--- src/rtl/inst_loader.sv ---
// inst_loader: assembles a UART byte stream into big-endian 32-bit words and writes them to instruction memory
// Ports: CLK/reset (sync, active-high); load_req starts a load from IDLE; rx_data/rx_valid byte input;
// input_start/input_end one-cycle frame pulses; loading high start..end inclusive;
// we/waddr/wdata registered memory write; overflow sticky when the program exceeds memory depth.
module inst_loader #(
  parameter int INST_MEM_WIDTH = 2
) (
  input  logic                      CLK,
  input  logic                      reset,
  input  logic                      load_req,
  input  logic [7:0]                rx_data,
  input  logic                      rx_valid,
  output logic                      input_start,
  output logic                      input_end,
  output logic                      loading,
  output logic                      we,
  output logic [INST_MEM_WIDTH-1:0] waddr,
  output logic [31:0]               wdata,
  output logic                      overflow
);
  typedef enum logic [1:0] {IDLE, HDR, BODY, FINISH} state_t;
  state_t      r_state;
  logic [1:0]  r_bcnt;
  logic [31:0] r_cnt, r_idx, r_sh;
  logic        r_done;
  logic [31:0] w_hdr, w_word;
  logic        w_fits;
  assign w_hdr  = {r_cnt[23:0], rx_data};
  assign w_word = {r_sh[23:0], rx_data};
  assign w_fits = (r_idx >> INST_MEM_WIDTH) == 32'd0;
  // r_done holds BODY one extra cycle after the last word so input_end trails the final write/discard cycle
  always_ff @(posedge CLK) begin
    if (reset) begin
      r_state     <= IDLE;
      r_bcnt      <= '0;
      r_cnt       <= '0;
      r_idx       <= '0;
      r_sh        <= '0;
      r_done      <= 1'b0;
      input_start <= 1'b0;
      input_end   <= 1'b0;
      loading     <= 1'b0;
      we          <= 1'b0;
      waddr       <= '0;
      wdata       <= '0;
      overflow    <= 1'b0;
    end else begin
      input_start <= 1'b0;
      input_end   <= 1'b0;
      we          <= 1'b0;
      case (r_state)
        IDLE: if (load_req) begin
          r_state     <= HDR;
          input_start <= 1'b1;
          loading     <= 1'b1;
          overflow    <= 1'b0;
          r_bcnt      <= '0;
          r_cnt       <= '0;
          r_idx       <= '0;
          r_done      <= 1'b0;
        end
        HDR: if (rx_valid) begin
          r_cnt  <= w_hdr;
          r_bcnt <= r_bcnt + 2'd1;
          if (r_bcnt == 2'd3) begin
            r_state   <= (w_hdr == 32'd0) ? FINISH : BODY;
            input_end <= (w_hdr == 32'd0);
          end
        end
        BODY: if (r_done) begin
          r_state   <= FINISH;
          input_end <= 1'b1;
          r_done    <= 1'b0;
        end else if (rx_valid) begin
          r_sh   <= w_word;
          r_bcnt <= r_bcnt + 2'd1;
          if (r_bcnt == 2'd3) begin
            r_idx  <= r_idx + 32'd1;
            r_done <= (r_idx == r_cnt - 32'd1);
            if (w_fits) begin
              we    <= 1'b1;
              waddr <= r_idx[INST_MEM_WIDTH-1:0];
              wdata <= w_word;
            end else begin
              overflow <= 1'b1;
            end
          end
        end
        default: begin
          r_state <= IDLE;
          loading <= 1'b0;
        end
      endcase
    end
  end
endmodule

--- config.mk ---
export PLATFORM = sky130hd
export DESIGN_NAME = inst_loader
export DESIGN_NICKNAME = d
export VERILOG_FILES = /design/src/rtl/inst_loader.sv
export SDC_FILE = /design/constraint.sdc
export NUM_CORES = 1
export LEC_CHECK = 0
export ABC_AREA = 0
export ABC_CLOCK_PERIOD_IN_PS = 6450
export CELL_PAD_IN_SITES_DETAIL_PLACEMENT = 1
export CELL_PAD_IN_SITES_GLOBAL_PLACEMENT = 2
export CORE_ASPECT_RATIO = 1.25
export CORE_MARGIN = 2
export CORE_UTILIZATION = 38
export DETAILED_ROUTE_END_ITERATION = 10
export MAX_ROUTING_LAYER = met4
export PLACE_DENSITY = 0.85
export SLEW_MARGIN = 15
export SYNTH_ARGS = -nofsm -noshare
export SYNTH_HDL_FRONTEND = slang
export SYNTH_SLANG_ARGS = --single-unit
--- constraint.sdc ---
create_clock -name CLK -period 6.45 [get_ports CLK]
set_input_delay 1.935 -clock CLK [delete_from_list [all_inputs] [get_ports CLK]]
set_output_delay 1.935 -clock CLK [all_outputs]
set_load 0.02 [all_outputs]
After elaboration in Yosys (flattened, before gate mapping)
Index checks and enable logic that the tools add are counted.
- register bits after elaboration: 132
- input bits: 12
- output and inout bits: 39
- word-level logic and storage cells: 87
- add/subtract/negate cells: 3
- equal/unequal tests: 12
- muxes and demuxes: 35
- bitwise logic cells: 6
- reduce and logical (&&, ||, !) cells: 18
- operators by type and width (cell ; count):
    $mux 32 ; 5
    $pmux 32 s2 ; 2
    $logic_not 32->1 ; 2
    $add 32x1->32 const B ; 1
    $eq 32x32->1 ; 1
    $sub 32x1->32 const B ; 1
    $ne 2x2->1 const B ; 8
    $mux 1 ; 15
    $mux 2 ; 7
    $pmux 2 s3 ; 2
    $reduce_and 5->1 ; 2
    $reduce_and 3->1 ; 3
    $pmux 1 s2 ; 4
    $not 1->1 ; 6
    $reduce_and 6->1 ; 1
    $reduce_or 5->1 ; 1
    $eq 2x2->1 const B ; 2
    $reduce_and 2->1 ; 2
    $reduce_and 4->1 ; 1
    $reduce_bool 2->1 ; 2
    $reduce_or 2->1 ; 2
    $reduce_bool 3->1 ; 1
    $add 2x1->2 const B ; 1
    $eq 2x1->1 const B ; 1
    $logic_not 2->1 ; 1

Logic depth before layout (Yosys ltp)
Gate-level depths: netlist (run 1).
- word-level depth: 6
- mapped depth: 10
- depth with buffers taken out: 9

Least setup slack after synthesis (run 1)
OpenSTA, ideal clock, no wires.
- path type: input to register
- start: input port rx_valid
- end: register r_idx[29]
- setup time: 0.128 ns
- data arrival time: 3.443 ns
- data required time: 6.322 ns
- setup slack: 2.879 ns
- stages: 7
- buffers on the path: 0
- cells stage by stage: and3b_1 > o21a_1 > nand4_1 > nor4_1 > nand4_1 > xor2_1 > nor2_1
- cells in the longest elaborated chain, start to end: 2
- ends and longest elaborated chain (item ; line ; RTL):
    from (decl) ; 12 ; input logic rx_valid,
    $ne 2x2->1 (no line) ; - ;
    $reduce_and 5->1 (no line) ; - ;
    to (signal assigned) ; 78 ; r_idx <= r_idx + 32'd1;
    to (decl) ; 24 ; logic [31:0] r_cnt, r_idx, r_sh;
Every way passes these cells.
A chain may end at the register's enable or synchronous reset.

Worst setup path after layout (run 1)
Ends and elaborated chain as after synthesis.

==> impl_table.tex, run 1 <==
\begin{tabular}{lr}
\hline
Metric & Value \\
\hline
\multicolumn{2}{l}{\textbf{Layout}} \\
\quad Layout cell share with drive strength beyond 1 & 6.35\% \\
\quad Post-route core utilization & 45.7\% \\
\quad Footprint of the multi-input gates & 3330 sq um \\
\quad Area of all sequential standard cells & 2640 sq um \\
\quad Final-stage net count & 779 \\
\quad P\&R area growth vs syn & 18.7\% \\
\quad Fill cell instance count of the final layout & 1946 \\
\quad Inserted Diodes & 0 \\
\multicolumn{2}{l}{\textbf{Drt}} \\
\quad Mean routed wirelength per cell & 18.1 um \\
\quad DR DRC count & 0 \\
\quad First-pass iteration count of the detailed router & 4 \\
\quad Number of routed nets with antenna violations & 0 \\
\quad Post-Route WL & 17900 um \\
\quad Via/cell ratio & 5.43 \\
\quad Drt initial violations & 217 \\
\quad Number of vias after detailed routing & 5361 \\
\multicolumn{2}{l}{\textbf{Power and ir drop}} \\
\quad Total power & 2.28 mW \\
\quad Switching power & 0.726 mW \\
\quad Leak pwr & 2.49 nW \\
\quad Internal power of the cells & 1.55 mW \\
\quad Power Dens Cells & 309 nW/um\^{}2 \\
\quad Sw frac & 31.9\% \\
\quad Worst voltage drop across the vdd grid & 0.000154 V \\
\quad Combinational fraction of design power & 21.5\% \\
\quad Flop pwr share & 37.8\% \\
\quad Relative contribution of the clock network to total power & 40.7\% \\
\multicolumn{2}{l}{\textbf{Clock tree}} \\
\quad Number of instances resized during post-cts repair & 0 \\
\quad Hold bufs inserted after CTS & 0 \\
\quad Clock Tree Root & clkbuf\_16 \\
\quad Level count of the clock H-tree & 4 \\
\quad Clock edge transition at the registers on the reported setup and hold paths & 0.06 ns \\
\quad Max Root-Sink Buffers & 2 \\
\quad Latest clock arrival within the worst-skew pair & 0.42 ns \\
\quad Num CTS Buffers & 17 \\
\quad Clock tree from TritonCTS & done \\
\quad \# clock sinks & 132 \\
\quad Setup fix buffers added after clock tree synthesis & 0 \\
\multicolumn{2}{l}{\textbf{STA}} \\
\quad RSZ-0062 raised after global routing & false \\
\quad Max-slew violation count & 0 \\
\quad Min Clock Period, post-route & 4.16 ns \\
\quad Normalized max-slew margin & 28.3\% \\
\quad Fin crit share & 64.5\% \\
\quad Setup-failing EPs final & 0 \\
\quad Largest clock skew in the final design & 0.0143 ns \\
\quad Transition time of the tightest slew-check pin & 1.08 ns \\
\quad Highest attainable clock frequency & 0.240 GHz \\
\quad Setup TNS after final layout & 0 ns \\
\quad Number of endpoints with negative hold slack in the final report & 0 \\
\multicolumn{2}{l}{\textbf{Critical path}} \\
\quad Worst r2r dst & r\_done \\
\quad CP endpoint & r\_idx[29] \\
\quad Worst Path Required & 6.73 ns \\
\quad Critical Path Source Type & input port \\
\quad Type of element capturing the critical path & flip-flop \\
\quad Worst Setup SP & rx\_valid \\
\quad R2r startpoint & r\_cnt[8] \\
\quad Internal reg-to-reg setup slack & 3.36 ns \\
\quad Critical path data arrival time & 4.44 ns \\
\quad Type of the worst setup path & input port to flip-flop \\
\quad Largest fanout of any net on the critical path & 6 \\
\quad Depth of the worst register-to-register path & 7 \\
\multicolumn{2}{l}{\textbf{Yosys}} \\
\quad Yosys warns & 0 \\
\quad Primary flip-flop cell chosen by synthesis mapping & dfxtp\_1 \\
\quad Number of distinct library cells after synthesis & 52 \\
\quad Number of enable-type register cells in the synthesized netlist & 0 \\
\quad Avg Cell Area, Syn & 8.42 sq um \\
\quad Flop and latch count out of synthesis & 132 \\
\quad Nets in the synthesized netlist & 758 \\
\quad Cell type contributing the most total cell area after synthesis & dfxtp\_1 \\
\quad Share of async-settable or async-resettable flops after synthesis & 0\% \\
\quad Post-synth design cell area & 6220 sq um \\
\quad Top-area cell type share of the netlist area & 42.5\% \\
\quad Largest cells by area after synthesis & dfxtp\_1 (43\%), nor2\_1 (8.0\%), xnor2\_1 (6.3\%) \\
\quad Number of instances in the synthesized netlist & 738 \\
\quad Commonest cells in the netlist & dfxtp\_1 (132), nor2\_1 (132), nand2\_1 (73) \\
\quad Part of the Yosys area used for sequential elements & 42.5\% \\
\multicolumn{2}{l}{\textbf{Floorplan}} \\
\quad Area of the die & 17400 sq um \\
\quad Core Region & 16100 sq um \\
\quad Floorplan row count & 52 \\
\quad Chip width & 118 um \\
\quad Chip Height & 147 um \\
\quad Boundary pin count & 51 \\
\quad Starting utilization of the core area & 38.5\% \\
\multicolumn{2}{l}{\textbf{Global route}} \\
\quad Global-route wire length before repair & 29200 um \\
\quad Vias in the first global route & 5686 \\
\quad Overall overflow remaining after global route & 0 \\
\quad Total GRT Usage & 21.7\% \\
\quad Pin count of the biggest net entering global routing & 104 \\
\quad Initial antenna violation count & 0 \\
\multicolumn{2}{l}{\textbf{Place}} \\
\quad DPL Wire Length & 12600 um \\
\quad Global placement routability congestion & 0.893 \\
\quad Number of input and output port buffers inserted & 50 \\
\multicolumn{2}{l}{\textbf{Outcome}} \\
\quad Outcome & finished, final reports clean \\
\multicolumn{2}{l}{\textbf{Run}} \\
\quad Reported max-cap violation count & 0 \\
\multicolumn{2}{l}{\textbf{Worst hold path}} \\
\quad Min-Delay Path Class & flip-flop to flip-flop \\
\hline
\end{tabular}
[state kept, by name, indices dropped and copies added (netlist names)]
register and count:
r_cnt 32, r_idx 32, wdata 32, r_sh 24, r_bcnt 2, r_state 2
waddr 2, input_end 1, input_start 1, loading 1, overflow 1, r_done 1
we 1
[power groups by stage]
stage | Clock (mW) | Sequential [mW] | Combinational [mW]
after detailed placement | 0 | 0.879 | 0.484
after global placement | 0 | 0.877 | 0.471
after floorplan | 0 | 0.876 | 0.374
after global routing | 0.982 | 0.864 | 0.539
after CTS | 0.945 | 0.862 | 0.488
final | 0.926 | 0.861 | 0.489
[final cells by class]
type                    count  share of cell area, %
clock buffers              18                   5.95
clock inverters            14                   1.75
inverters                  15                  0.763
multi-input cells         541                   45.1
flip-flops and latches    132                   35.8
well taps                 216                   3.66
repair buffers             52                   6.95
[per-stage QoR]
step | hold WS [ns] | setup WS [ns] | cells | cell area [sq um]
after floorplan | 0.436 | 2.88 | 738 | 6220
after global placement | 0.445 | 1.96 | 956 | 6800
after detailed placement | 0.455 | 1.87 | 956 | 6800
after CTS | 0.463 | 2.29 | 988 | 7370
after global routing | 0.478 | 2.00 | 988 | 7380
final | 0.460 | 2.29 | 988 | 7380
[worst min-delay path by stage]
stage / to / slack, ns / start / cells after the start
final: r_sh[19] / 0.46 / r_sh[19] / 2
after global routing: r_sh[19] / 0.48 / r_sh[19] / 2
after CTS: r_sh[19] / 0.46 / r_sh[19] / 2
after detailed placement: r_sh[19] / 0.45 / r_sh[19] / 2
after global placement: r_sh[16] / 0.44 / r_sh[16] / 2
after floorplan: r_sh[16] / 0.44 / r_sh[16] / 2
[cells by family (layout without fill, tap and decap cells)]
logic type | after synthesis | in the layout | share of synthesized area, %
simple gates | 319 | 319 | 24.1
mux | 38 | 38 | 6.16
compound gates | 106 | 106 | 11.5
buf+inv | 65 | 99 | 4.31
xor+xnor | 70 | 70 | 9.86
fa+ha+maj | 8 | 8 | 1.61
flops | 132 | 132 | 42.5
[placed cells by master, fill, tap and decap left out, types with 3 or more instances in the layout]
| master | Yosys | layout |
|---|---|---|
| clkbuf_16 | 0 | 17 |
| nand2_1 | 73 | 73 |
| a21oi_1 | 38 | 38 |
| and3_1 | 5 | 5 |
| xnor2_1 | 45 | 45 |
| nor4_1 | 23 | 22 |
| nor2_1 | 132 | 131 |
| nand2b_1 | 5 | 5 |
| and4_1 | 4 | 4 |
| o2111ai_1 | 4 | 4 |
| inv_1 | 15 | 15 |
| a22oi_1 | 33 | 33 |
| or4_1 | 7 | 7 |
| nor3_1 | 15 | 15 |
| o211ai_1 | 3 | 3 |
| or3_1 | 7 | 7 |
| or3b_2 | 3 | 3 |
| and2_1 | 3 | 3 |
| inv_6 | 0 | 3 |
| dfxtp_1 | 132 | 132 |
| buf_4 | 0 | 3 |
| nor2b_1 | 4 | 4 |
| clkdlybuf4s50_1 | 0 | 49 |
| ha_1 | 8 | 8 |
| nand3_1 | 16 | 16 |
| a211o_1 | 3 | 3 |
| mux2i_1 | 36 | 36 |
| xor2_1 | 25 | 25 |
| nand4_1 | 12 | 12 |
| o21ai_0 | 4 | 4 |
| clkinvlp_4 | 0 | 6 |
[critical path, cell delays in order]
cell and delay (ns):
clkdlybuf4s50_1 0.55, and3b_1 0.21, o21a_1 0.21, nand4_1 0.25, nor4_1 0.82, nand4_1 0.21
xor2_1 0.19, nor2_1 0.06
[routing by layer]
layer | share of wire [%] | wire length, um | up-vias | GRT usage (%)
met5 | 0 | 0 | - | -
met4 | 3.0 | 535 | 0 | 9.58
met3 | 3.1 | 563 | 38 | 4.08
met2 | 52 | 9270 | 104 | 37.9
met1 | 42 | 7520 | 2615 | 24.0
li1 | - | - | 2604 | -
Note: power is estimated with default switching activity, not from simulation.
==> run 2, diff against run 1 <==
- ABC_CLOCK_PERIOD_IN_PS: 6450 -> 4000
- CORE_UTILIZATION: 38 -> 35
- PLACE_DENSITY: 0.85 -> 0.79
- clock period: 6.45 -> 4 ns (I/O delays scaled with it)
==> run 2 against run 1 <==
- critical path depth is the same
- worst setup slack lost 1.4 ns
- final cell count is 1.4% higher
- clock power rose by 60%
- highest routed layer unchanged
- sequential cell count unchanged
==> impl_table.tex, run 2 (synthesis results as in run 1) <==
\begin{tabular}{lr}
\hline
Metric & Value \\
\hline
\multicolumn{2}{l}{\textbf{Place}} \\
\quad Global placement routability congestion & 0.918 (+2.8\%) \\
\quad Minimum setup slack after placement & 0.370 ns (-1.50 ns) \\
\quad Number of input and output port buffers inserted & 50 (unchanged) \\
\quad DPL Wire Length & 12900 um (+2.8\%) \\
\multicolumn{2}{l}{\textbf{Clock tree}} \\
\quad Max Root-Sink Buffers & 2 (unchanged) \\
\quad Clock Tree Root & clkbuf\_16 \\
\quad \# clock sinks & 132 (unchanged) \\
\quad Clock tree from TritonCTS & done \\
\quad Num CTS Buffers & 17 (unchanged) \\
\quad Number of instances resized during post-cts repair & 0 (unchanged) \\
\quad Hold bufs inserted after CTS & 0 (unchanged) \\
\quad Clock edge transition at the registers on the reported setup and hold paths & 0.06 ns (about the same) \\
\quad Latest clock arrival within the worst-skew pair & 0.44 ns (+0.02 ns) \\
\quad Level count of the clock H-tree & 4 (unchanged) \\
\quad Setup fix buffers added after clock tree synthesis & 0 (unchanged) \\
\multicolumn{2}{l}{\textbf{Global route}} \\
\quad Initial antenna violation count & 0 (unchanged) \\
\quad GR Util met3 & 4.33\% (+0.25 points) \\
\quad Overall overflow remaining after global route & 0 (unchanged) \\
\quad Total GRT Usage & 21.0\% (-0.66 points) \\
\quad Vias in the first global route & 5613 (-1.3\%) \\
\quad Pin count of the biggest net entering global routing & 90 (-13\%) \\
\quad Global-route wire length before repair & 30000 um (+2.8\%) \\
\quad Global-route track usage on met1 & 23.2\% (-0.78 points) \\
\quad Gr busiest metal & met2 \\
\quad Routing usage on met2 & 36.4\% (-1.5 points) \\
\multicolumn{2}{l}{\textbf{Power and ir drop}} \\
\quad Worst voltage drop across the vdd grid & 0.000274 V (+78\%) \\
\quad Relative contribution of the clock network to total power & 40.2\% (-0.5 points) \\
\quad Flop pwr share & 37.8\% (about the same) \\
\quad Combinational fraction of design power & 22.0\% (+0.5 points) \\
\quad Leak pwr & 2.52 nW (+1.4\%) \\
\quad Switching power & 1.21 mW (+67\%) \\
\quad Internal power of the cells & 2.46 mW (+59\%) \\
\quad Sw frac & 33.0\% (+1.1 points) \\
\quad Power Dens Cells & 496 nW/um\^{}2 (+61\%) \\
\multicolumn{2}{l}{\textbf{Critical path}} \\
\quad Type of the worst setup path & input port to flip-flop \\
\quad Largest fanout of any net on the critical path & 6 (unchanged) \\
\quad Worst Path Required & 4.36 ns (-2.37 ns) \\
\quad Critical path data arrival time & 3.46 ns (-0.98 ns) \\
\quad Critical Path Source Type & input port \\
\quad Type of element capturing the critical path & flip-flop \\
\multicolumn{2}{l}{\textbf{STA}} \\
\quad Fin crit share & 77.4\% \\
\quad Max-slew violation count & 0 (unchanged) \\
\quad RSZ-0062 raised after global routing & false \\
\quad Fin worst setup slack & 0.903 ns (-1.39 ns) \\
\quad Highest attainable clock frequency & 0.323 GHz \\
\quad Largest clock skew in the final design & 0.0148 ns (+0.000565 ns) \\
\quad Setup TNS after final layout & 0 ns (unchanged) \\
\quad Normalized max-slew margin & 32.0\% (+3.7 points) \\
\quad Min Clock Period, post-route & 3.10 ns \\
\quad Number of endpoints with negative hold slack in the final report & 0 (unchanged) \\
\quad Transition time of the tightest slew-check pin & 1.02 ns (-0.0577 ns) \\
\quad Setup-failing EPs final & 0 (unchanged) \\
\multicolumn{2}{l}{\textbf{Layout}} \\
\quad Layout cell share with drive strength beyond 1 & 6.94\% (+0.59 points) \\
\quad Largest regs & r\_cnt: 32 flops, r\_idx: 32 flops, wdata: 32 flops \\
\quad Inserted Diodes & 0 (unchanged) \\
\quad P\&R area growth vs syn & 19.2\% \\
\quad Commonest cells after routing, fill and taps aside & dfxtp\_1 (132), nor2\_1 (131), nand2\_1 (73) \\
\quad Final-stage net count & 785 (+0.77\%) \\
\quad Most common cell after layout, fill and taps aside & dfxtp\_1 \\
\multicolumn{2}{l}{\textbf{Floorplan}} \\
\quad Floorplan row count & 54 (+3.8\%) \\
\quad Core Region & 17400 sq um (+8.0\%) \\
\quad Boundary pin count & 51 (unchanged) \\
\quad Area of the die & 18900 sq um (+8.3\%) \\
\quad Chip width & 123 um (+4.1\%) \\
\quad Starting utilization of the core area & 35.7\% (-2.9 points) \\
\quad Chip Height & 153 um (+4.1\%) \\
\multicolumn{2}{l}{\textbf{Drt}} \\
\quad Number of routed nets with antenna violations & 0 (unchanged) \\
\quad Number of vias after detailed routing & 5361 (unchanged) \\
\quad Post-Route WL & 18200 um (+1.9\%) \\
\quad Drt initial violations & 279 (+29\%) \\
\quad Via/cell ratio & 5.35 (-1.4\%) \\
\quad DR DRC count & 0 (unchanged) \\
\quad Mean routed wirelength per cell & 18.2 um (+0.48\%) \\
\quad First-pass iteration count of the detailed router & 4 (unchanged) \\
\multicolumn{2}{l}{\textbf{Run}} \\
\quad Reported max-cap violation count & 0 (unchanged) \\
\multicolumn{2}{l}{\textbf{Outcome}} \\
\quad Outcome & finished, final reports clean \\
\multicolumn{2}{l}{\textbf{Worst hold path}} \\
\quad Min-Delay Path Class & flip-flop to flip-flop \\
\hline
\end{tabular}
[run 2: through the flow]
stage | cells | util [%] | instance area (sq um) | total power, mW | hold WS [ns]
floorplan | 738 | - | 6220 | 2.02 | 0.436
global placement | 970 | 39.3 | 6860 | 2.19 | 0.445
detailed placement | 970 | 39.3 | 6860 | 2.22 | 0.451
CTS | 1002 | 42.5 | 7410 | 3.72 | 0.465
global route | 1002 | 42.5 | 7410 | 3.87 | 0.485
finish | 1002 | 42.5 | 7410 | 3.68 | 0.462
[run 2: final cells by class]
cell class	count	area (sq um)
multi-input cells	541	3320
repair buffers	58	558
inverters	15	56.3
clock buffers	18	439
fillers	2078	10000
well taps	224	280
flip-flops and latches	132	2640
clock inverters	14	118
[run 2: power groups by stage]
stage,combinational [mW],sequential (mW),clock [mW]
3_3_place_gp,0.777,1.42,0
2_1_floorplan,0.603,1.41,0
6_report,0.808,1.39,1.48
5_1_grt,0.891,1.39,1.58
4_1_cts,0.812,1.39,1.52
3_5_place_dp,0.803,1.42,0
[run 2: worst max-delay path: stages]
cell and delay (ns):
clkdlybuf4s50_1 0.55, nand2_1 0.15, nor4_1 0.44, o2111ai_1 0.23
a2111o_1 0.44, nor3_2 0.18, o2111ai_1 0.13, o21ai_1 0.13
[run 2: metal layers]
metal | routed length [um] | vias to the layer above
li1 | - | 2617
met1 | 7620 | 2639
met2 | 9640 | 75
met3 | 561 | 30
met4 | 409 | 0
met5 | 0 | -
[run 2: final timing paths]
kind / cells after the start / slack, ns / end / from
worst max-delay path: 8 / 0.90 / r_done / rx_valid
worst min-delay path: 2 / 0.46 / r_sh[17] / r_sh[17]
worst max register to register: 7 / 0.90 / r_done / r_cnt[9]
worst min register to register: 2 / 0.46 / r_sh[17] / r_sh[17]
